**src/rtl/hsv_to_rgb_pkg.sv**
```systemverilog
// Shared constants and types for the HSV-to-RGB colour-space pipeline.
package hsv_to_rgb_pkg;

   localparam int unsigned LATENCY = 3;
   localparam int unsigned PIX_W   = 8;
   localparam int unsigned RGB_W   = 3 * PIX_W;
   localparam int unsigned H6_W    = 11;
   localparam int unsigned SEC_W   = 3;

   localparam logic [PIX_W-1:0] PIX_MAX = PIX_W'(255);

   localparam logic [SEC_W-1:0] SEC_0 = SEC_W'(0);
   localparam logic [SEC_W-1:0] SEC_1 = SEC_W'(1);
   localparam logic [SEC_W-1:0] SEC_2 = SEC_W'(2);
   localparam logic [SEC_W-1:0] SEC_3 = SEC_W'(3);
   localparam logic [SEC_W-1:0] SEC_4 = SEC_W'(4);
   localparam logic [SEC_W-1:0] SEC_5 = SEC_W'(5);

   // Per-slot control that travels alongside pixel data through every stage.
   typedef struct packed {
      logic valid;
      logic hsync;
      logic vsync;
   } side_t;

endpackage

```
**src/rtl/hsv_to_rgb_if.sv**
```systemverilog
// Pixel/sideband bundle for the HSV-to-RGB converter; slave is the converter side.
interface hsv_to_rgb_if;
   import hsv_to_rgb_pkg::*;

   logic             in_valid;
   logic [RGB_W-1:0] HSV;
   logic             in_hsync;
   logic             in_vsync;
   logic             out_valid;
   logic [RGB_W-1:0] RGB;
   logic             out_hsync;
   logic             out_vsync;

   modport slave  (input  in_valid, HSV, in_hsync, in_vsync,
                   output out_valid, RGB, out_hsync, out_vsync);
   modport master (output in_valid, HSV, in_hsync, in_vsync,
                   input  out_valid, RGB, out_hsync, out_vsync);
endinterface

```
**src/rtl/hsv_mul8.sv**
```systemverilog
// Unsigned 8x8 multiply returning the upper byte of the 16-bit product (a*b >> 8).
module hsv_mul8
   import hsv_to_rgb_pkg::*;
(
   input  logic [PIX_W-1:0] a,
   input  logic [PIX_W-1:0] b,
   output logic [PIX_W-1:0] prodHi_c
);

   assign prodHi_c = PIX_W'((16'(a) * 16'(b)) >> PIX_W);

endmodule

```
**src/rtl/hsv_to_rgb.sv**
```systemverilog
// Three-stage HSV-to-RGB converter with clock-enable and sideband alignment.
module hsv_to_rgb
   import hsv_to_rgb_pkg::*;
(
   input  logic         clk,
   input  logic         reset_n,
   input  logic         ce,
   hsv_to_rgb_if.slave  bus
);

   logic [PIX_W-1:0] hIn, sIn, vIn;
   logic [H6_W-1:0]  h6;

   assign {hIn, sIn, vIn} = bus.HSV;
   assign h6 = H6_W'(hIn) * H6_W'(6);

   side_t            s1Side;
   logic [SEC_W-1:0] s1Sector;
   logic [PIX_W-1:0] s1F, s1S, s1V;

   // Stage 1: hue scaled to six sectors; upper bits select sector, low byte is the fraction.
   always_ff @(posedge clk or negedge reset_n) begin
      if (!reset_n) begin
         s1Side   <= '0;
         s1Sector <= '0;
         s1F      <= '0;
         s1S      <= '0;
         s1V      <= '0;
      end else if (ce) begin
         s1Side   <= '{valid: bus.in_valid, hsync: bus.in_hsync, vsync: bus.in_vsync};
         s1Sector <= h6[H6_W-1:PIX_W];
         s1F      <= h6[PIX_W-1:0];
         s1S      <= sIn;
         s1V      <= vIn;
      end
   end

   logic [PIX_W-1:0] sf_c, sfn_c;

   hsv_mul8 uMulSf  (.a(s1S), .b(s1F),           .prodHi_c(sf_c));
   hsv_mul8 uMulSfn (.a(s1S), .b(PIX_MAX - s1F), .prodHi_c(sfn_c));

   side_t            s2Side;
   logic [SEC_W-1:0] s2Sector;
   logic [PIX_W-1:0] s2Sf, s2Sfn, s2Ns, s2V;
   logic             s2Bypass;

   // Stage 2: saturation-weighted fractions; zero saturation flags a grey pixel.
   always_ff @(posedge clk or negedge reset_n) begin
      if (!reset_n) begin
         s2Side   <= '0;
         s2Sector <= '0;
         s2Sf     <= '0;
         s2Sfn    <= '0;
         s2Ns     <= '0;
         s2V      <= '0;
         s2Bypass <= 1'b0;
      end else if (ce) begin
         s2Side   <= s1Side;
         s2Sector <= s1Sector;
         s2Sf     <= sf_c;
         s2Sfn    <= sfn_c;
         s2Ns     <= PIX_MAX - s1S;
         s2V      <= s1V;
         s2Bypass <= (s1S == '0);
      end
   end

   logic [PIX_W-1:0] p_c, q_c, t_c;
   logic [RGB_W-1:0] rgbNext;

   hsv_mul8 uMulP (.a(s2V), .b(s2Ns),            .prodHi_c(p_c));
   hsv_mul8 uMulQ (.a(s2V), .b(PIX_MAX - s2Sf),  .prodHi_c(q_c));
   hsv_mul8 uMulT (.a(s2V), .b(PIX_MAX - s2Sfn), .prodHi_c(t_c));

   // Sector-to-channel mapping; sector codes 6 and 7 cannot arise from an 8-bit hue.
   always_comb begin
      rgbNext = '0;
      if (s2Bypass) begin
         rgbNext = {s2V, s2V, s2V};
      end else begin
         case (s2Sector)
            SEC_0:   rgbNext = {s2V, t_c, p_c};
            SEC_1:   rgbNext = {q_c, s2V, p_c};
            SEC_2:   rgbNext = {p_c, s2V, t_c};
            SEC_3:   rgbNext = {p_c, q_c, s2V};
            SEC_4:   rgbNext = {t_c, p_c, s2V};
            SEC_5:   rgbNext = {s2V, p_c, q_c};
            default: rgbNext = '0;
         endcase
      end
   end

   // Stage 3: RGB only loads on valid slots so it holds across bubbles.
   always_ff @(posedge clk or negedge reset_n) begin
      if (!reset_n) begin
         bus.out_valid <= 1'b0;
         bus.out_hsync <= 1'b0;
         bus.out_vsync <= 1'b0;
         bus.RGB       <= '0;
      end else if (ce) begin
         bus.out_valid <= s2Side.valid;
         bus.out_hsync <= s2Side.hsync;
         bus.out_vsync <= s2Side.vsync;
         if (s2Side.valid) begin
            bus.RGB <= rgbNext;
         end
      end
   end

endmodule

```
**src/flat_wrapper.sv**
```systemverilog
// flat-port wrapper written by rule: the top's interface ports become plain ports
module hsv_to_rgb_flat import hsv_to_rgb_pkg::*;
  (clk, reset_n, ce, bus_in_valid, bus_HSV, bus_in_hsync, bus_in_vsync, bus_out_valid, bus_RGB, bus_out_hsync, bus_out_vsync);
  hsv_to_rgb_if bus_i ();
  input  logic clk;
  input  logic reset_n;
  input  logic ce;
  input wire logic [$bits(bus_i.in_valid)-1:0] bus_in_valid;
  input wire logic [$bits(bus_i.HSV)-1:0] bus_HSV;
  input wire logic [$bits(bus_i.in_hsync)-1:0] bus_in_hsync;
  input wire logic [$bits(bus_i.in_vsync)-1:0] bus_in_vsync;
  output wire logic [$bits(bus_i.out_valid)-1:0] bus_out_valid;
  output wire logic [$bits(bus_i.RGB)-1:0] bus_RGB;
  output wire logic [$bits(bus_i.out_hsync)-1:0] bus_out_hsync;
  output wire logic [$bits(bus_i.out_vsync)-1:0] bus_out_vsync;
  assign bus_i.in_valid = bus_in_valid;
  assign bus_i.HSV = bus_HSV;
  assign bus_i.in_hsync = bus_in_hsync;
  assign bus_i.in_vsync = bus_in_vsync;
  assign bus_out_valid = bus_i.out_valid;
  assign bus_RGB = bus_i.RGB;
  assign bus_out_hsync = bus_i.out_hsync;
  assign bus_out_vsync = bus_i.out_vsync;
  hsv_to_rgb u_core (.clk(clk), .reset_n(reset_n), .ce(ce), .bus(bus_i));
endmodule
```
**config.mk**
```make
export PLATFORM = sky130hd
export DESIGN_NAME = hsv_to_rgb_flat
export DESIGN_NICKNAME = d
export VERILOG_FILES = /design/src/rtl/hsv_to_rgb_pkg.sv /design/src/rtl/hsv_to_rgb_if.sv /design/src/rtl/hsv_mul8.sv /design/src/rtl/hsv_to_rgb.sv /design/src/flat_wrapper.sv
export SDC_FILE = /design/constraint.sdc
export NUM_CORES = 1
export LEC_CHECK = 0
export CAP_MARGIN = 20
export CORE_MARGIN = 4
export CORE_UTILIZATION = 52
export CTS_BUF_LIST = sky130_fd_sc_hd__clkbuf_4
export CTS_CLUSTER_DIAMETER = 100
export CTS_CLUSTER_SIZE = 16
export DETAILED_ROUTE_END_ITERATION = 10
export PLACE_DENSITY = 0.7
export SLEW_MARGIN = 20
export SYNTH_ARGS = -nofsm -noshare
export SYNTH_HDL_FRONTEND = slang
export SYNTH_SLANG_ARGS = --single-unit
```
**constraint.sdc**
```tcl
create_clock -name clk -period 10.4 [get_ports clk]
set_input_delay 2.08 -clock clk [delete_from_list [all_inputs] [get_ports clk]]
set_output_delay 2.08 -clock clk [all_outputs]
set_load 0.05 [all_outputs]
```
Word-level counts from Yosys, hierarchy flattened
Index checks and enable logic that the tools add are counted.

cells by class
  $add $sub $neg = 4
  multiply operators = 6
  div/mod/pow operators = 0
  magnitude comparators = 0
  equality and inequality tests = 5
  shifts and indexed selects = 0
  muxes and demuxes = 2
  bitwise gates (word level) = 0
  reductions and logical operators = 3

operators by type and width
  operator                number
  $pmux W24 S6            1
  $mul A8 B8 Y16          4
  $sub A8 B8 Y8 const A   4
  $mux W24                1
  $mul A8 B7 Y15          1
  $mul A8 B2 Y10 const B  1
  $logic_not A8 Y1        1
  $eq A3 B2 Y1 const B    2
  $eq A3 B3 Y1 const B    2
  $eq A3 B1 Y1 const B    1
  $logic_not A3 Y1        1
  $reduce_and A2 Y1       1

storage, ports and cells
  flip-flop bits (word level) = 95
  bits in latches = 0
  memory bits (writable) = 0
  memory bits (read-only) = 0
  bits of input ports = 30
  output and inout port bits = 27
  word-level logic and storage cells = 40
  memories = 0

Longest topological paths before layout
Gate-level depths: netlist (run 1).

  word-level depth = 4
  gate-level depth with buffers = 21
  depth with buffers taken out = 19

Modules after synthesis
From an unflattened synthesis (run 1), not the netlist that was laid out.

second synthesis, totals
  cells, all modules = 1581
  area total of the unflattened synthesis = 14777.9 µm²

modules (own cells, without submodules)
  module                        times used  cells an instance  area each (µm²)  sequential area each (µm²)
  hsv_to_rgb                    1           481                4875.9           2377.3
  hsv_mul8 at u_core.uMulP ...  2           214                1963.1           0.0
  hsv_mul8 at u_core.uMulSf     1           231                2018.2           0.0
  hsv_mul8 at u_core.uMulSfn    1           220                1983.2           0.0
  hsv_mul8 at u_core.uMulT      1           221                1974.4           0.0

Worst setup path before layout (run 1)
Ideal clock, no wire load.

  path kind = register -> register
  start = register u_core.s2V[4]
  end = register u_core.bus.RGB[23]
  setup time = 0.123 ns
  arrival time = 4.903 ns
  data required time = 10.277 ns
  path slack = 5.374 ns
  stages on the path, launching flop included = 20
  path buffers = 2
  clock period less this slack = 5.026 ns
  cells stage by stage = dfrtp_1 -> inv_1 -> clkbuf_1 -> clkbuf_1 -> nor2_1 -> fa_1 -> fa_1 -> fa_1 -> inv_1 -> fa_1 -> inv_1 -> ha_1 -> a21oi_1 -> a21oi_1 -> a2111o_1 -> a31oi_1 -> o21bai_1 -> xnor2_1 -> o32ai_1 -> o221a_2

on the way
  cells in the longest elaborated chain, start to end = 3
  elaborated cells on any way between the ends = 5
  those cells by class = mul: 3; mux: 2

ends and longest elaborated chain
  item                      line                 text
  start: declaration        hsv_to_rgb.sv:45     logic [PIX_W-1:0] s2Sf, s2Sfn, s2Ns, s2V;
  start signal: assignment  hsv_to_rgb.sv:64     s2V <= s1V;
  $mul A8 B8 Y16            hsv_mul8.sv:10       assign prodHi_c = PIX_W'((16'(a) * 16'(b)) >> PIX_W);
  $pmux W24 S6 (*)          hsv_to_rgb.sv:82     case (s2Sector)
  $mux W24 (*)              hsv_to_rgb.sv:79     if (s2Bypass) begin
  end signal: assignment    hsv_to_rgb.sv:106    bus.RGB <= rgbNext;
  end: declaration          hsv_to_rgb_if.sv:15  output out_valid, RGB, out_hsync, out_vsync);

Mark *: on every way between the ends. The rest lies on a longest branch, timed or not.
A chain may end at the register's enable or synchronous reset.

Worst setup path in the final report (run 1)
  start = register u_core.s2V[4]
  end = register u_core.bus.RGB[4]

on the way
  cells in the longest elaborated chain, start to end = 3
  elaborated cells on any way between the ends = 5
  those cells by class = mul: 3; mux: 2

ends and longest elaborated chain
  item            line
  $mul A8 B8 Y16  hsv_mul8.sv:10
  $pmux W24 S6    hsv_to_rgb.sv:82
  $mux W24 (*)    hsv_to_rgb.sv:79

Marks and branches as above.

==> results of run 1 <==
-- final cells by class --
cell class              count  area, sq um  area share [%]
repair buffers             64          616            4.20
clock buffers               9         67.6           0.461
inverters                 232          871            5.95
diodes                      1         2.50          0.0171
clock inverters             7         66.3           0.453
flip-flops and latches     95         2380            16.2
multi-input cells        1097        10200            69.8
well taps                 335          419            2.86
-- synthesized netlist by cell type, types with 6 or more instances --
cell type	n	area share [%]
sky130_fd_sc_hd__a21o_1	16	0.88
sky130_fd_sc_hd__nor2_1	104	2.8
sky130_fd_sc_hd__a31oi_1	14	0.64
sky130_fd_sc_hd__clkbuf_1	63	1.7
sky130_fd_sc_hd__mux2_2	47	3.9
sky130_fd_sc_hd__xnor2_1	25	1.6
sky130_fd_sc_hd__nand4_1	7	0.32
sky130_fd_sc_hd__nand2b_1	53	2.4
sky130_fd_sc_hd__o21ai_0	43	1.6
sky130_fd_sc_hd__and2_1	55	2.5
sky130_fd_sc_hd__nand2_1	103	2.8
sky130_fd_sc_hd__a21oi_1	48	1.8
sky130_fd_sc_hd__nor3_1	6	0.22
sky130_fd_sc_hd__inv_1	230	6.3
sky130_fd_sc_hd__ha_1	172	16
sky130_fd_sc_hd__nand3_1	19	0.69
sky130_fd_sc_hd__a221oi_1	11	0.70
sky130_fd_sc_hd__mux2i_1	10	0.73
sky130_fd_sc_hd__dfrtp_1	95	17
sky130_fd_sc_hd__fa_1	169	25
sky130_fd_sc_hd__o21a_1	6	0.33
sky130_fd_sc_hd__nor2b_1	84	3.8
sky130_fd_sc_hd__xor2_1	18	1.1
sky130_fd_sc_hd__and3_1	7	0.32
-- flip-flops by register name, summed over array words and instances, names as in the netlist, 7 cells and up --
name	cells
u_core.bus.RGB	24
u_core.s1S	8
u_core.s1V	8
u_core.s2Ns	8
u_core.s2Sf	8
u_core.s2Sfn	8
u_core.s2V	8
u_core.s1F	7
-- per-layer routing --
metal / GRT usage (%) / wire length (um) / up-vias
met5: 0 / 0 / -
met4: 5.45 / 605 / 0
met3: 5.09 / 2170 / 43
met2: 38.9 / 15400 / 360
met1: 32.2 / 14400 / 5252
li1: - / - / 4824
-- cells by family after synthesis --
kind of cell,Yosys count,share of synthesized area [%]
AO/OA/AOI/OAI,197,9.71
XOR/XNOR,43,2.74
adder cells (fa/ha/maj),341,40.3
buffers and inverters,298,8.18
flip-flops,95,17.3
multiplexers,57,4.59
AND/OR/NAND/NOR,459,17.1
-- critical path, stage by stage, from the launching register on --
cell	delay, ns
sky130_fd_sc_hd__dfrtp_1	0.58
sky130_fd_sc_hd__inv_1	0.72
sky130_fd_sc_hd__nor2_1	0.17
sky130_fd_sc_hd__fa_1	0.46
sky130_fd_sc_hd__fa_1	0.48
sky130_fd_sc_hd__fa_1	0.57
sky130_fd_sc_hd__fa_1	0.42
sky130_fd_sc_hd__ha_1	0.32
sky130_fd_sc_hd__a21o_1	0.20
sky130_fd_sc_hd__and2_1	0.17
sky130_fd_sc_hd__a2111oi_1	0.60
sky130_fd_sc_hd__o21ai_1	0.22
sky130_fd_sc_hd__and3_1	0.23
sky130_fd_sc_hd__nor3_1	0.34
sky130_fd_sc_hd__a221oi_1	0.15
sky130_fd_sc_hd__a21oi_1	0.18
-- worst max path at each step --
stage	slack [ns]	cells after the start	start	endpoint
6_report	4.49	15	u_core.s2V[4]$_DFFE_PN0P_	u_core.bus.RGB[4]$_DFFE_PN0P_
5_1_grt	4.20	15	u_core.s2V[4]$_DFFE_PN0P_	u_core.bus.RGB[4]$_DFFE_PN0P_
4_1_cts	4.53	15	u_core.s2V[4]$_DFFE_PN0P_	u_core.bus.RGB[4]$_DFFE_PN0P_
3_5_place_dp	4.59	15	u_core.s2V[4]$_DFFE_PN0P_	u_core.bus.RGB[4]$_DFFE_PN0P_
3_3_place_gp	4.76	15	u_core.s2V[4]$_DFFE_PN0P_	u_core.bus.RGB[4]$_DFFE_PN0P_
2_1_floorplan	5.37	19	u_core.s2V[4]$_DFFE_PN0P_	u_core.bus.RGB[23]$_DFFE_PN0P_
-- stage by stage --
step	std cells	hold WS (ns)	area, sq um	util, %	setup WS (ns)
final	1840	0.515	14600	56.4	4.49
after global routing	1840	0.536	14600	56.4	4.20
after CTS	1839	0.521	14600	56.3	4.53
after detailed placement	1823	0.490	14500	55.8	4.59
after global placement	1823	0.487	14500	55.8	4.76
after floorplan	1490	0.449	13700	-	5.37
==> impl_results.html, run 1 <==
<table>
<tr><th>Metric</th><th>Value</th></tr>
<tr><th colspan="2">Run status</th></tr>
<tr><td>Run status</td><td>complete, no violations</td></tr>
<tr><th colspan="2">Timing</th></tr>
<tr><td>RSZ-0062 raised after global routing</td><td>no</td></tr>
<tr><td>Setup TNS</td><td>0 ns</td></tr>
<tr><td>Hold Violations, Final</td><td>0</td></tr>
<tr><td>Worst-margin pin slew</td><td>approximately 1.1 ns</td></tr>
<tr><td>Final Max Tran Viols</td><td>0</td></tr>
<tr><td># setup viols final</td><td>0</td></tr>
<tr><td>Headroom to the max-slew limit</td><td>29.1%</td></tr>
<tr><td>Min Clock Period, post-route</td><td>5.91 ns</td></tr>
<tr><td>Final worst path period share</td><td>56.8%</td></tr>
<tr><td>Clock Skews</td><td>~0.024 ns</td></tr>
<tr><td>F_max</td><td>~0.17 GHz</td></tr>
<tr><th colspan="2">Logic synthesis</th></tr>
<tr><td>Mapped cell area</td><td>13,700 sq um</td></tr>
<tr><td>FF+latch count, synth</td><td>95</td></tr>
<tr><td>Post-synthesis instance total</td><td>around 1,500</td></tr>
<tr><td>Synthesized net count</td><td>approximately 1,900</td></tr>
<tr><td>Number of flops mapped to enable cells by yosys</td><td>0</td></tr>
<tr><td>Synthesized area per cell</td><td>roughly 9.2 sq um</td></tr>
<tr><td>Share of synthesized flip-flops with an asynchronous set or reset</td><td>100%</td></tr>
<tr><td>Proportion of synthesized chip area in sequential cells</td><td>17.3%</td></tr>
<tr><td>Dominant register cell in the synthesized netlist</td><td>sky130_fd_sc_hd__dfrtp_1</td></tr>
<tr><td>Yosys synthesis warning count</td><td>0</td></tr>
<tr><td>Distinct cell type count after synthesis</td><td>67</td></tr>
<tr><th colspan="2">Setup path</th></tr>
<tr><td>Reg2reg end</td><td>u_core.bus.RGB[4]$_DFFE_PN0P_</td></tr>
<tr><td>Top fanout value on the critical path</td><td>20</td></tr>
<tr><td>Worst r2r path cells</td><td>15</td></tr>
<tr><td>Arrival time reported for the critical path endpoint</td><td>6.35 ns</td></tr>
<tr><td>Crit. End Element</td><td>register</td></tr>
<tr><td>CP startpoint kind</td><td>register</td></tr>
<tr><td>Startpoint-to-endpoint class of the critical path</td><td>reg -&gt; reg</td></tr>
<tr><td>Launching point of the worst reg2reg path</td><td>u_core.s2V[4]$_DFFE_PN0P_</td></tr>
<tr><td>Worst endpoint required time</td><td>10.85 ns</td></tr>
<tr><td>Reg2Reg Setup Slack</td><td>4.49 ns</td></tr>
<tr><th colspan="2">Hold path</th></tr>
<tr><td>Worst min-delay path endpoint</td><td>u_core.s2Sector[0]$_DFFE_PN0P_</td></tr>
<tr><td>Tightest Hold Check Type</td><td>reg -&gt; reg</td></tr>
<tr><td>Worst min-delay path startpoint</td><td>u_core.s1Sector[0]$_DFFE_PN0P_</td></tr>
<tr><td>Min-Delay Path Depth</td><td>2</td></tr>
<tr><th colspan="2">Global route</th></tr>
<tr><td>Gr ovfl total</td><td>0</td></tr>
<tr><td>Wire length of the first global-routing pass</td><td>roughly 56,000 um</td></tr>
<tr><td>Number of antenna violations at the first check in global routing</td><td>1</td></tr>
<tr><td>Number of global-route vias before repair</td><td>11,100</td></tr>
<tr><td>Maximum number of pins on one net before global-route repair</td><td>76</td></tr>
<tr><td>Combined global-route utilization of all metal layers</td><td>a little under a quarter</td></tr>
<tr><th colspan="2">Clock tree</th></tr>
<tr><td>H-tree Lvls</td><td>3</td></tr>
<tr><td># resized after CTS</td><td>0</td></tr>
<tr><td>Setup Buffers After CTS</td><td>0</td></tr>
<tr><td>Clock root buffer master</td><td>sky130_fd_sc_hd__clkbuf_4</td></tr>
<tr><td>Clock tree from TritonCTS</td><td>built</td></tr>
<tr><td>Hold-fix buffer count after cts</td><td>0</td></tr>
<tr><td>Number of CTS-inserted buffers</td><td>9</td></tr>
<tr><td>Clock net sink count</td><td>95</td></tr>
<tr><td>Clock transition at the registers of the reported paths</td><td>0.16 ns</td></tr>
<tr><td>Clock network latency to the later pin of the worst-skew pair</td><td>0.52 ns</td></tr>
<tr><td>Number of buffers between clock root and the deepest sink</td><td>2</td></tr>
<tr><th colspan="2">Layout</th></tr>
<tr><td>Top library cells by usage in the layout, fill and taps aside</td><td>sky130_fd_sc_hd__inv_1 (230), sky130_fd_sc_hd__ha_1 (172), sky130_fd_sc_hd__fa_1 (169)</td></tr>
<tr><td># fillers</td><td>around 2,400</td></tr>
<tr><td>Number of nets in the final layout</td><td>1,870</td></tr>
<tr><td>Area overhead of the layout relative to synthesis</td><td>6.70%</td></tr>
<tr><td>Ratio of cells with drive above 1 in the final layout</td><td>5.65%</td></tr>
<tr><td>Commonest non-fill, non-tap cell in the layout</td><td>sky130_fd_sc_hd__inv_1</td></tr>
<tr><th colspan="2">Die</th></tr>
<tr><td>Number of primary I/O pins</td><td>between 50 and 60</td></tr>
<tr><td>Die outline area</td><td>29,100 sq um</td></tr>
<tr><td>Die width</td><td>roughly 170 um</td></tr>
<tr><td>Row count</td><td>59</td></tr>
<tr><td>Initial Utilization</td><td>52.8%</td></tr>
<tr><td>Y dimension of the die</td><td>170 um</td></tr>
<tr><td>Core area</td><td>26,000 sq um</td></tr>
<tr><th colspan="2">Detailed routing</th></tr>
<tr><td>Number of design rule violations left after detail routing</td><td>0</td></tr>
<tr><td>Detailed-route via count</td><td>10,500</td></tr>
<tr><td>Total detailed-routing wirelength</td><td>32,600 um</td></tr>
<tr><td>Final antenna-violating net count</td><td>0</td></tr>
<tr><td>Initial DRC count</td><td>712</td></tr>
<tr><td>Per-cell routed wire length</td><td>17.7 um</td></tr>
<tr><td>Detailed Routing Iterations Pass 1</td><td>6</td></tr>
<tr><td>Vias per inst</td><td>5.70</td></tr>
<tr><th colspan="2">Place</th></tr>
<tr><td>Last weighted congestion value of the routability-driven placer</td><td>0.916</td></tr>
<tr><td>Post-detailed-placement half-perimeter wirelength</td><td>24,400 um</td></tr>
<tr><td>Port Buffer Count</td><td>56</td></tr>
<tr><th colspan="2">Run</th></tr>
<tr><td>Maxcap violations</td><td>0</td></tr>
</table>
Power of run 1 is left out: the tool's default activity adds up to more than one toggle a clock period on the data nets, which glitch-free logic cannot reach.
==> run 2: changes to the inputs <==
==> constraint.sdc (replaced) <==
create_clock -name clk -period 5.98 [get_ports clk]
set_input_delay 1.196 -clock clk [delete_from_list [all_inputs] [get_ports clk]]
set_output_delay 1.196 -clock clk [all_outputs]
set_load 0.05 [all_outputs]
==> run 2 against run 1 <==
- sequential share of layout area fell by 0.16 points
- die area stayed put
- register-to-register slack got worse by 4.1 ns
- sequential cell count stayed put
- global-route usage is essentially flat
- largest cell class unchanged
==> impl_results.html, run 2 (synthesis results as in run 1) <==
<table>
<tr><th>Metric</th><th>Value</th></tr>
<tr><th colspan="2">Detailed routing</th></tr>
<tr><td>Number of design rule violations left after detail routing</td><td>0</td></tr>
<tr><td>Initial DRC count</td><td>807</td></tr>
<tr><td>Vias per inst</td><td>5.64</td></tr>
<tr><td>Detailed-route via count</td><td>10,500</td></tr>
<tr><td>Per-cell routed wire length</td><td>17.5 um</td></tr>
<tr><td>Total detailed-routing wirelength</td><td>between 30,000 and 40,000 um</td></tr>
<tr><td>Final antenna-violating net count</td><td>0</td></tr>
<tr><td>Detailed Routing Iterations Pass 1</td><td>5</td></tr>
<tr><th colspan="2">Setup path</th></tr>
<tr><td>Startpoint-to-endpoint class of the critical path</td><td>reg -&gt; reg</td></tr>
<tr><td>First element of the critical path</td><td>u_core.s2V[4]$_DFFE_PN0P_</td></tr>
<tr><td>Worst endpoint required time</td><td>6.39 ns</td></tr>
<tr><td>Launching point of the worst reg2reg path</td><td>u_core.s2V[4]$_DFFE_PN0P_</td></tr>
<tr><td>Reg2reg end</td><td>u_core.bus.RGB[4]$_DFFE_PN0P_</td></tr>
<tr><td>Worst r2r path cells</td><td>17</td></tr>
<tr><td>Arrival time reported for the critical path endpoint</td><td>5.99 ns</td></tr>
<tr><td>CP startpoint kind</td><td>register</td></tr>
<tr><td>Termination of the worst setup path</td><td>u_core.bus.RGB[4]$_DFFE_PN0P_</td></tr>
<tr><td>Top fanout value on the critical path</td><td>12</td></tr>
<tr><td>Reg2Reg Setup Slack</td><td>0.40 ns</td></tr>
<tr><td>Crit. End Element</td><td>register</td></tr>
<tr><th colspan="2">Global route</th></tr>
<tr><td>Number of global-route vias before repair</td><td>11,100</td></tr>
<tr><td>Combined global-route utilization of all metal layers</td><td>23.6%</td></tr>
<tr><td>Gr ovfl total</td><td>0</td></tr>
<tr><td>Number of antenna violations at the first check in global routing</td><td>1</td></tr>
<tr><td>Maximum number of pins on one net before global-route repair</td><td>72</td></tr>
<tr><td>Wire length of the first global-routing pass</td><td>55,700 um</td></tr>
<tr><th colspan="2">Place</th></tr>
<tr><td>Placed Area</td><td>14,600 sq um</td></tr>
<tr><td>Port Buffer Count</td><td>56</td></tr>
<tr><td>Number of instances in the placed design</td><td>between 1,500 and 2,000</td></tr>
<tr><td>Last weighted congestion value of the routability-driven placer</td><td>0.913</td></tr>
<tr><td>Post-detailed-placement half-perimeter wirelength</td><td>25,200 um</td></tr>
<tr><th colspan="2">Die</th></tr>
<tr><td>Row count</td><td>59</td></tr>
<tr><td>Initial Utilization</td><td>roughly 53%</td></tr>
<tr><td>Y dimension of the die</td><td>170 um</td></tr>
<tr><td>Die outline area</td><td>29,100 sq um</td></tr>
<tr><td>Number of primary I/O pins</td><td>57</td></tr>
<tr><td>Die width</td><td>170 um</td></tr>
<tr><td>Core area</td><td>26,000 sq um</td></tr>
<tr><th colspan="2">Layout</th></tr>
<tr><td>Ratio of cells with drive above 1 in the final layout</td><td>6.89%</td></tr>
<tr><td>Non-filler instance count after layout</td><td>1,859</td></tr>
<tr><td># fillers</td><td>2,344</td></tr>
<tr><td>Register containing the most flip-flops in the final layout</td><td>u_core.bus.RGB</td></tr>
<tr><td>Area occupied by multi-input gates</td><td>between 10,000 and 15,000 sq um</td></tr>
<tr><td>Final cell utilization of the core</td><td>56.9%</td></tr>
<tr><td>Area overhead of the layout relative to synthesis</td><td>7.75%</td></tr>
<tr><td>Number of nets in the final layout</td><td>roughly 1,900</td></tr>
<tr><td>FF/Latch Area</td><td>2380 sq um</td></tr>
<tr><td>Cell area after layout</td><td>roughly 15,000 sq um</td></tr>
<tr><td>Commonest non-fill, non-tap cell in the layout</td><td>sky130_fd_sc_hd__inv_1</td></tr>
<tr><td>Max reg flops</td><td>24</td></tr>
<tr><td>Top library cells by usage in the layout, fill and taps aside</td><td>sky130_fd_sc_hd__inv_1 (230), sky130_fd_sc_hd__ha_1 (172), sky130_fd_sc_hd__fa_1 (169)</td></tr>
<tr><th colspan="2">Hold path</th></tr>
<tr><td>Worst min-delay path startpoint</td><td>u_core.s1Sector[1]$_DFFE_PN0P_</td></tr>
<tr><td>Tightest Hold Check Type</td><td>reg -&gt; reg</td></tr>
<tr><th colspan="2">Timing</th></tr>
<tr><td>Hold Violations, Final</td><td>0</td></tr>
<tr><td>Clock Skews</td><td>between 0.02 and 0.03 ns</td></tr>
<tr><td>F_max</td><td>roughly 0.18 GHz</td></tr>
<tr><td>Headroom to the max-slew limit</td><td>34.8%</td></tr>
<tr><td>Setup TNS</td><td>0 ns</td></tr>
<tr><td>Final worst path period share</td><td>93.3%</td></tr>
<tr><td>RSZ-0062 raised after global routing</td><td>no</td></tr>
<tr><td>Worst-margin pin slew</td><td>about 1 ns</td></tr>
<tr><td>Min Clock Period, post-route</td><td>5.58 ns</td></tr>
<tr><td># setup viols final</td><td>0</td></tr>
<tr><td>Final Max Tran Viols</td><td>0</td></tr>
<tr><th colspan="2">Clock tree</th></tr>
<tr><td>Clock net sink count</td><td>95</td></tr>
<tr><td># resized after CTS</td><td>0</td></tr>
<tr><td>Setup Buffers After CTS</td><td>0</td></tr>
<tr><td>Clock network latency to the later pin of the worst-skew pair</td><td>0.49 ns</td></tr>
<tr><td>H-tree Lvls</td><td>3</td></tr>
<tr><td>Number of CTS-inserted buffers</td><td>9</td></tr>
<tr><td>Clock transition at the registers of the reported paths</td><td>0.18 ns</td></tr>
<tr><td>Hold-fix buffer count after cts</td><td>0</td></tr>
<tr><td>Clock tree from TritonCTS</td><td>built</td></tr>
<tr><td>Number of buffers between clock root and the deepest sink</td><td>2</td></tr>
<tr><td>Clock root buffer master</td><td>sky130_fd_sc_hd__clkbuf_4</td></tr>
<tr><th colspan="2">Run</th></tr>
<tr><td>Maxcap violations</td><td>0</td></tr>
<tr><th colspan="2">Run status</th></tr>
<tr><td>Run status</td><td>complete, no violations</td></tr>
</table>
## run 2: changes by cell type in the layout (fill, tap and decap cells not counted)
| cell | previous run | this run |
|---|---|---|
| sky130_fd_sc_hd__clkinv_2 | 0 | 1 |
| sky130_fd_sc_hd__clkinv_1 | 2 | 1 |
| sky130_fd_sc_hd__buf_4 | 10 | 29 |
## run 2: worst min-delay path by stage
stage / endpoint / depth (start not counted)
final: u_core.s2Sector[1]$_DFFE_PN0P_ / 2
after global routing: u_core.s2Sector[1]$_DFFE_PN0P_ / 2
after floorplan: u_core.s2Sector[1]$_DFFE_PN0P_ / 2
after detailed placement: u_core.s2Sector[1]$_DFFE_PN0P_ / 2
after CTS: u_core.s2Sector[1]$_DFFE_PN0P_ / 2
after global placement: u_core.s2Sector[1]$_DFFE_PN0P_ / 2
## run 2: layout make-up
cell class                      count  area share [%]
Antenna cell                        1          0.0169
Multi-Input combinational cell   1097            69.1
Inverter                          232            5.89
Clock buffer                        9           0.457
Clock inverter                      7           0.457
Timing Repair Buffer               83            5.13
Tap cell                          335            2.83
Sequential cell                    95            16.1
## run 2: through the flow
step,hold WS [ns],setup slack [ns]
after floorplan,0.449,0.954
after global routing,0.528,0.0868
after CTS,0.516,0.440
final,0.516,0.401
after detailed placement,0.481,0.495
after global placement,0.481,0.552
## run 2: metal layers
metal  track usage [%]  vias up  wire length, um
met5                 0        -                0
met4              5.73        0              535
met3              3.88       47             1960
met2              39.3      322            15500
met1              32.5     5248            14600
li1                  -     4870                -
## run 2: critical path, cell delays in order (launching register included)
cell and delay [ns]:
sky130_fd_sc_hd__dfrtp_1 0.75, sky130_fd_sc_hd__inv_1 0.12, sky130_fd_sc_hd__buf_4 0.23, sky130_fd_sc_hd__nor2_1 0.14
sky130_fd_sc_hd__fa_1 0.46, sky130_fd_sc_hd__fa_1 0.50, sky130_fd_sc_hd__fa_1 0.49, sky130_fd_sc_hd__inv_1 0.05
sky130_fd_sc_hd__fa_1 0.47, sky130_fd_sc_hd__inv_1 0.04, sky130_fd_sc_hd__ha_1 0.29, sky130_fd_sc_hd__and3_1 0.19
sky130_fd_sc_hd__a2111oi_1 0.69, sky130_fd_sc_hd__o21ai_1 0.22, sky130_fd_sc_hd__and3_1 0.23, sky130_fd_sc_hd__nor3_1 0.30
sky130_fd_sc_hd__a221oi_1 0.14, sky130_fd_sc_hd__a21oi_1 0.18
Power of run 2 is left out for the same reason.
==> run 3: changes to the inputs <==
--- a/config.mk
+++ b/config.mk
@@ -6,6 +6,7 @@
 export NUM_CORES = 1
 export LEC_CHECK = 0
 export CAP_MARGIN = 20
+export CORE_ASPECT_RATIO = 0.5
 export CORE_MARGIN = 4
 export CORE_UTILIZATION = 52
 export CTS_BUF_LIST = sky130_fd_sc_hd__clkbuf_4
@@ -13,6 +14,7 @@
 export CTS_CLUSTER_SIZE = 16
 export DETAILED_ROUTE_END_ITERATION = 10
 export PLACE_DENSITY = 0.7
+export SKIP_LAST_GASP = 1
 export SLEW_MARGIN = 20
 export SYNTH_ARGS = -nofsm -noshare
 export SYNTH_HDL_FRONTEND = slang
==> run 3 against run 2 <==
- die area rose by 0.54%
- clock skew rose by 0.043 ns
- sequential share of layout area barely moved
- worst hold slack got worse by 0.018 ns
- cell area rose by 0.30%
- routed wire length rose by 3.8%
- core utilization rose by 1.0 points
- critical endpoint is now u_core.bus.RGB[23]$_DFFE_PN0P_
- largest cell class unchanged
==> impl_results.html, run 3 (synthesis results as in run 1) <==
<table>
<tr><th>Metric</th><th>Value</th></tr>
<tr><th colspan="2">Run status</th></tr>
<tr><td>Run status</td><td>complete, no violations</td></tr>
<tr><th colspan="2">Detailed routing</th></tr>
<tr><td>Met3 routed wirelength</td><td>approximately 2100 um</td></tr>
<tr><td>Detailed Routing Iterations Pass 1</td><td>5</td></tr>
<tr><td>Highest layer used for signal routing</td><td>met4</td></tr>
<tr><td>Met2 WL</td><td>15,400 um</td></tr>
<tr><td>Per-cell routed wire length</td><td>18.1 um</td></tr>
<tr><td>Total detailed-routing wirelength</td><td>33,800 um</td></tr>
<tr><td>Number of design rule violations left after detail routing</td><td>0</td></tr>
<tr><td>Vias per inst</td><td>5.62</td></tr>
<tr><td>Initial DRC count</td><td>between 700 and 800</td></tr>
<tr><td>Wire length on met1</td><td>around 16,000 um</td></tr>
<tr><td>Final antenna-violating net count</td><td>0</td></tr>
<tr><td>Detailed-route via count</td><td>roughly 11,000</td></tr>
<tr><th colspan="2">Timing</th></tr>
<tr><td>F_max</td><td>roughly 0.19 GHz</td></tr>
<tr><td>Min Clock Period, post-route</td><td>5.40 ns</td></tr>
<tr><td>Hold Violations, Final</td><td>0</td></tr>
<tr><td>Final Max Tran Viols</td><td>0</td></tr>
<tr><td>Worst-margin pin slew</td><td>1.00 ns</td></tr>
<tr><td>Headroom to the max-slew limit</td><td>33.3%</td></tr>
<tr><td>RSZ-0062 raised after global routing</td><td>no</td></tr>
<tr><td>Clock Skews</td><td>0.0708 ns</td></tr>
<tr><td>Setup TNS</td><td>0 ns</td></tr>
<tr><td>Final worst path period share</td><td>90.4%</td></tr>
<tr><td># setup viols final</td><td>0</td></tr>
<tr><th colspan="2">Layout</th></tr>
<tr><td>Cell area after layout</td><td>14,800 sq um</td></tr>
<tr><td>Top library cells by usage in the layout, fill and taps aside</td><td>sky130_fd_sc_hd__inv_1 (230), sky130_fd_sc_hd__ha_1 (172), sky130_fd_sc_hd__fa_1 (169)</td></tr>
<tr><td>Ratio of cells with drive above 1 in the final layout</td><td>6.96%</td></tr>
<tr><td>Commonest non-fill, non-tap cell in the layout</td><td>sky130_fd_sc_hd__inv_1</td></tr>
<tr><td>Register containing the most flip-flops in the final layout</td><td>u_core.bus.RGB</td></tr>
<tr><td>Max reg flops</td><td>24</td></tr>
<tr><td>Number of nets in the final layout</td><td>roughly 1,900</td></tr>
<tr><td>Area overhead of the layout relative to synthesis</td><td>8.07%</td></tr>
<tr><td># fillers</td><td>about 2,200</td></tr>
<tr><th colspan="2">Die</th></tr>
<tr><td>Die width</td><td>238 um</td></tr>
<tr><td>Row count</td><td>41</td></tr>
<tr><td>Core area</td><td>approximately 26,000 sq um</td></tr>
<tr><td>Number of primary I/O pins</td><td>57</td></tr>
<tr><td>Initial Utilization</td><td>53.6%</td></tr>
<tr><td>Y dimension of the die</td><td>between 100 and 150 um</td></tr>
<tr><td>Die outline area</td><td>29,200 sq um</td></tr>
<tr><th colspan="2">Global route</th></tr>
<tr><td>Wire length of the first global-routing pass</td><td>56,600 um</td></tr>
<tr><td>Maximum number of pins on one net before global-route repair</td><td>between 80 and 90</td></tr>
<tr><td>Combined global-route utilization of all metal layers</td><td>24.2%</td></tr>
<tr><td>Gr ovfl total</td><td>0</td></tr>
<tr><td>Number of global-route vias before repair</td><td>11,100</td></tr>
<tr><td>Number of antenna violations at the first check in global routing</td><td>2</td></tr>
<tr><th colspan="2">Place</th></tr>
<tr><td>Placed Area</td><td>14,700 sq um</td></tr>
<tr><td>Post-detailed-placement half-perimeter wirelength</td><td>26,400 um</td></tr>
<tr><td>Last weighted congestion value of the routability-driven placer</td><td>between 0.9 and 1</td></tr>
<tr><td>Port Buffer Count</td><td>56</td></tr>
<tr><th colspan="2">Clock tree</th></tr>
<tr><td>Clock root buffer master</td><td>sky130_fd_sc_hd__clkbuf_4</td></tr>
<tr><td>Clock net sink count</td><td>between 90 and 100</td></tr>
<tr><td>Number of buffers between clock root and the deepest sink</td><td>2</td></tr>
<tr><td>Clock tree from TritonCTS</td><td>built</td></tr>
<tr><td>Clock transition at the registers of the reported paths</td><td>0.24 ns</td></tr>
<tr><td>Hold-fix buffer count after cts</td><td>0</td></tr>
<tr><td>Number of CTS-inserted buffers</td><td>9</td></tr>
<tr><td># resized after CTS</td><td>0</td></tr>
<tr><td>Clock network latency to the later pin of the worst-skew pair</td><td>0.60 ns</td></tr>
<tr><td>H-tree Lvls</td><td>3</td></tr>
<tr><td>Setup Buffers After CTS</td><td>0</td></tr>
<tr><th colspan="2">Setup path</th></tr>
<tr><td>Crit. End Element</td><td>register</td></tr>
<tr><td>Worst endpoint required time</td><td>approximately 6.4 ns</td></tr>
<tr><td>Launching point of the worst reg2reg path</td><td>u_core.s2V[5]$_DFFE_PN0P_</td></tr>
<tr><td>CP startpoint kind</td><td>register</td></tr>
<tr><td>First element of the critical path</td><td>u_core.s2V[5]$_DFFE_PN0P_</td></tr>
<tr><td>Top fanout value on the critical path</td><td>20</td></tr>
<tr><td>Arrival time reported for the critical path endpoint</td><td>between 5 and 6 ns</td></tr>
<tr><td>Worst r2r path cells</td><td>16</td></tr>
<tr><td>Reg2reg end</td><td>u_core.bus.RGB[23]$_DFFE_PN0P_</td></tr>
<tr><td>Termination of the worst setup path</td><td>u_core.bus.RGB[23]$_DFFE_PN0P_</td></tr>
<tr><td>Startpoint-to-endpoint class of the critical path</td><td>reg -&gt; reg</td></tr>
<tr><td>Reg2Reg Setup Slack</td><td>0.58 ns</td></tr>
<tr><th colspan="2">Hold path</th></tr>
<tr><td>Tightest Hold Check Type</td><td>reg -&gt; reg</td></tr>
<tr><td>Min-Delay Path Depth</td><td>1</td></tr>
<tr><th colspan="2">Run</th></tr>
<tr><td>Maxcap violations</td><td>0</td></tr>
</table>
-- run 3: worst max-delay path: stages, from the launching register on --
cell	delay, ns
sky130_fd_sc_hd__dfrtp_1	0.86
sky130_fd_sc_hd__and2_1	0.26
sky130_fd_sc_hd__fa_1	0.45
sky130_fd_sc_hd__fa_1	0.52
sky130_fd_sc_hd__fa_1	0.49
sky130_fd_sc_hd__inv_1	0.05
sky130_fd_sc_hd__fa_1	0.48
sky130_fd_sc_hd__inv_1	0.04
sky130_fd_sc_hd__ha_1	0.33
sky130_fd_sc_hd__a21oi_1	0.22
sky130_fd_sc_hd__a21oi_1	0.13
sky130_fd_sc_hd__a2111o_1	0.43
sky130_fd_sc_hd__a31oi_1	0.26
sky130_fd_sc_hd__o21bai_1	0.11
sky130_fd_sc_hd__xnor2_1	0.28
sky130_fd_sc_hd__o32ai_1	0.16
sky130_fd_sc_hd__o221a_2	0.26
-- run 3: layer usage --
layer	track usage, %	vias up
li1	-	4880
met3	4.54	58
met5	0	-
met2	38.9	319
met1	34.1	5268
met4	5.90	0
-- run 3: layout make-up --
class | instances | area (sq um) | area share [%]
Tap cell | 344 | 430 | 2.90
Antenna cell | 4 | 10.0 | 0.0675
Clock inverter | 6 | 77.6 | 0.523
Multi-Input combinational cell | 1097 | 10200 | 68.9
Inverter | 232 | 871 | 5.87
Clock buffer | 10 | 75.1 | 0.506
Sequential cell | 95 | 2380 | 16.0
Timing Repair Buffer | 84 | 766 | 5.16
-- run 3: worst min path at each step --
stage                                           to                           start
floorplan           u_core.s2Sector[1]$_DFFE_PN0P_  u_core.s1Sector[1]$_DFFE_PN0P_
global placement         u_core.s2V[0]$_DFFE_PN0P_       u_core.s1V[0]$_DFFE_PN0P_
global route             u_core.s2V[1]$_DFFE_PN0P_       u_core.s1V[1]$_DFFE_PN0P_
CTS                      u_core.s2V[0]$_DFFE_PN0P_       u_core.s1V[0]$_DFFE_PN0P_
finish                   u_core.s2V[1]$_DFFE_PN0P_       u_core.s1V[1]$_DFFE_PN0P_
detailed placement       u_core.s2V[0]$_DFFE_PN0P_       u_core.s1V[0]$_DFFE_PN0P_
-- run 3: per-stage QoR --
| stage | utilization (%) | hold slack, ns | worst slack (ns) | cells |
|---|---|---|---|---|
| after detailed placement | 57.3 | 0.472 | 0.662 | 1852 |
| after global routing | 57.9 | 0.530 | 0.277 | 1872 |
| after global placement | 57.3 | 0.464 | 0.762 | 1852 |
| after CTS | 57.9 | 0.510 | 0.630 | 1868 |
| final | 57.9 | 0.498 | 0.576 | 1872 |
| after floorplan | - | 0.449 | 0.954 | 1490 |
Power of run 3 is left out for the same reason.
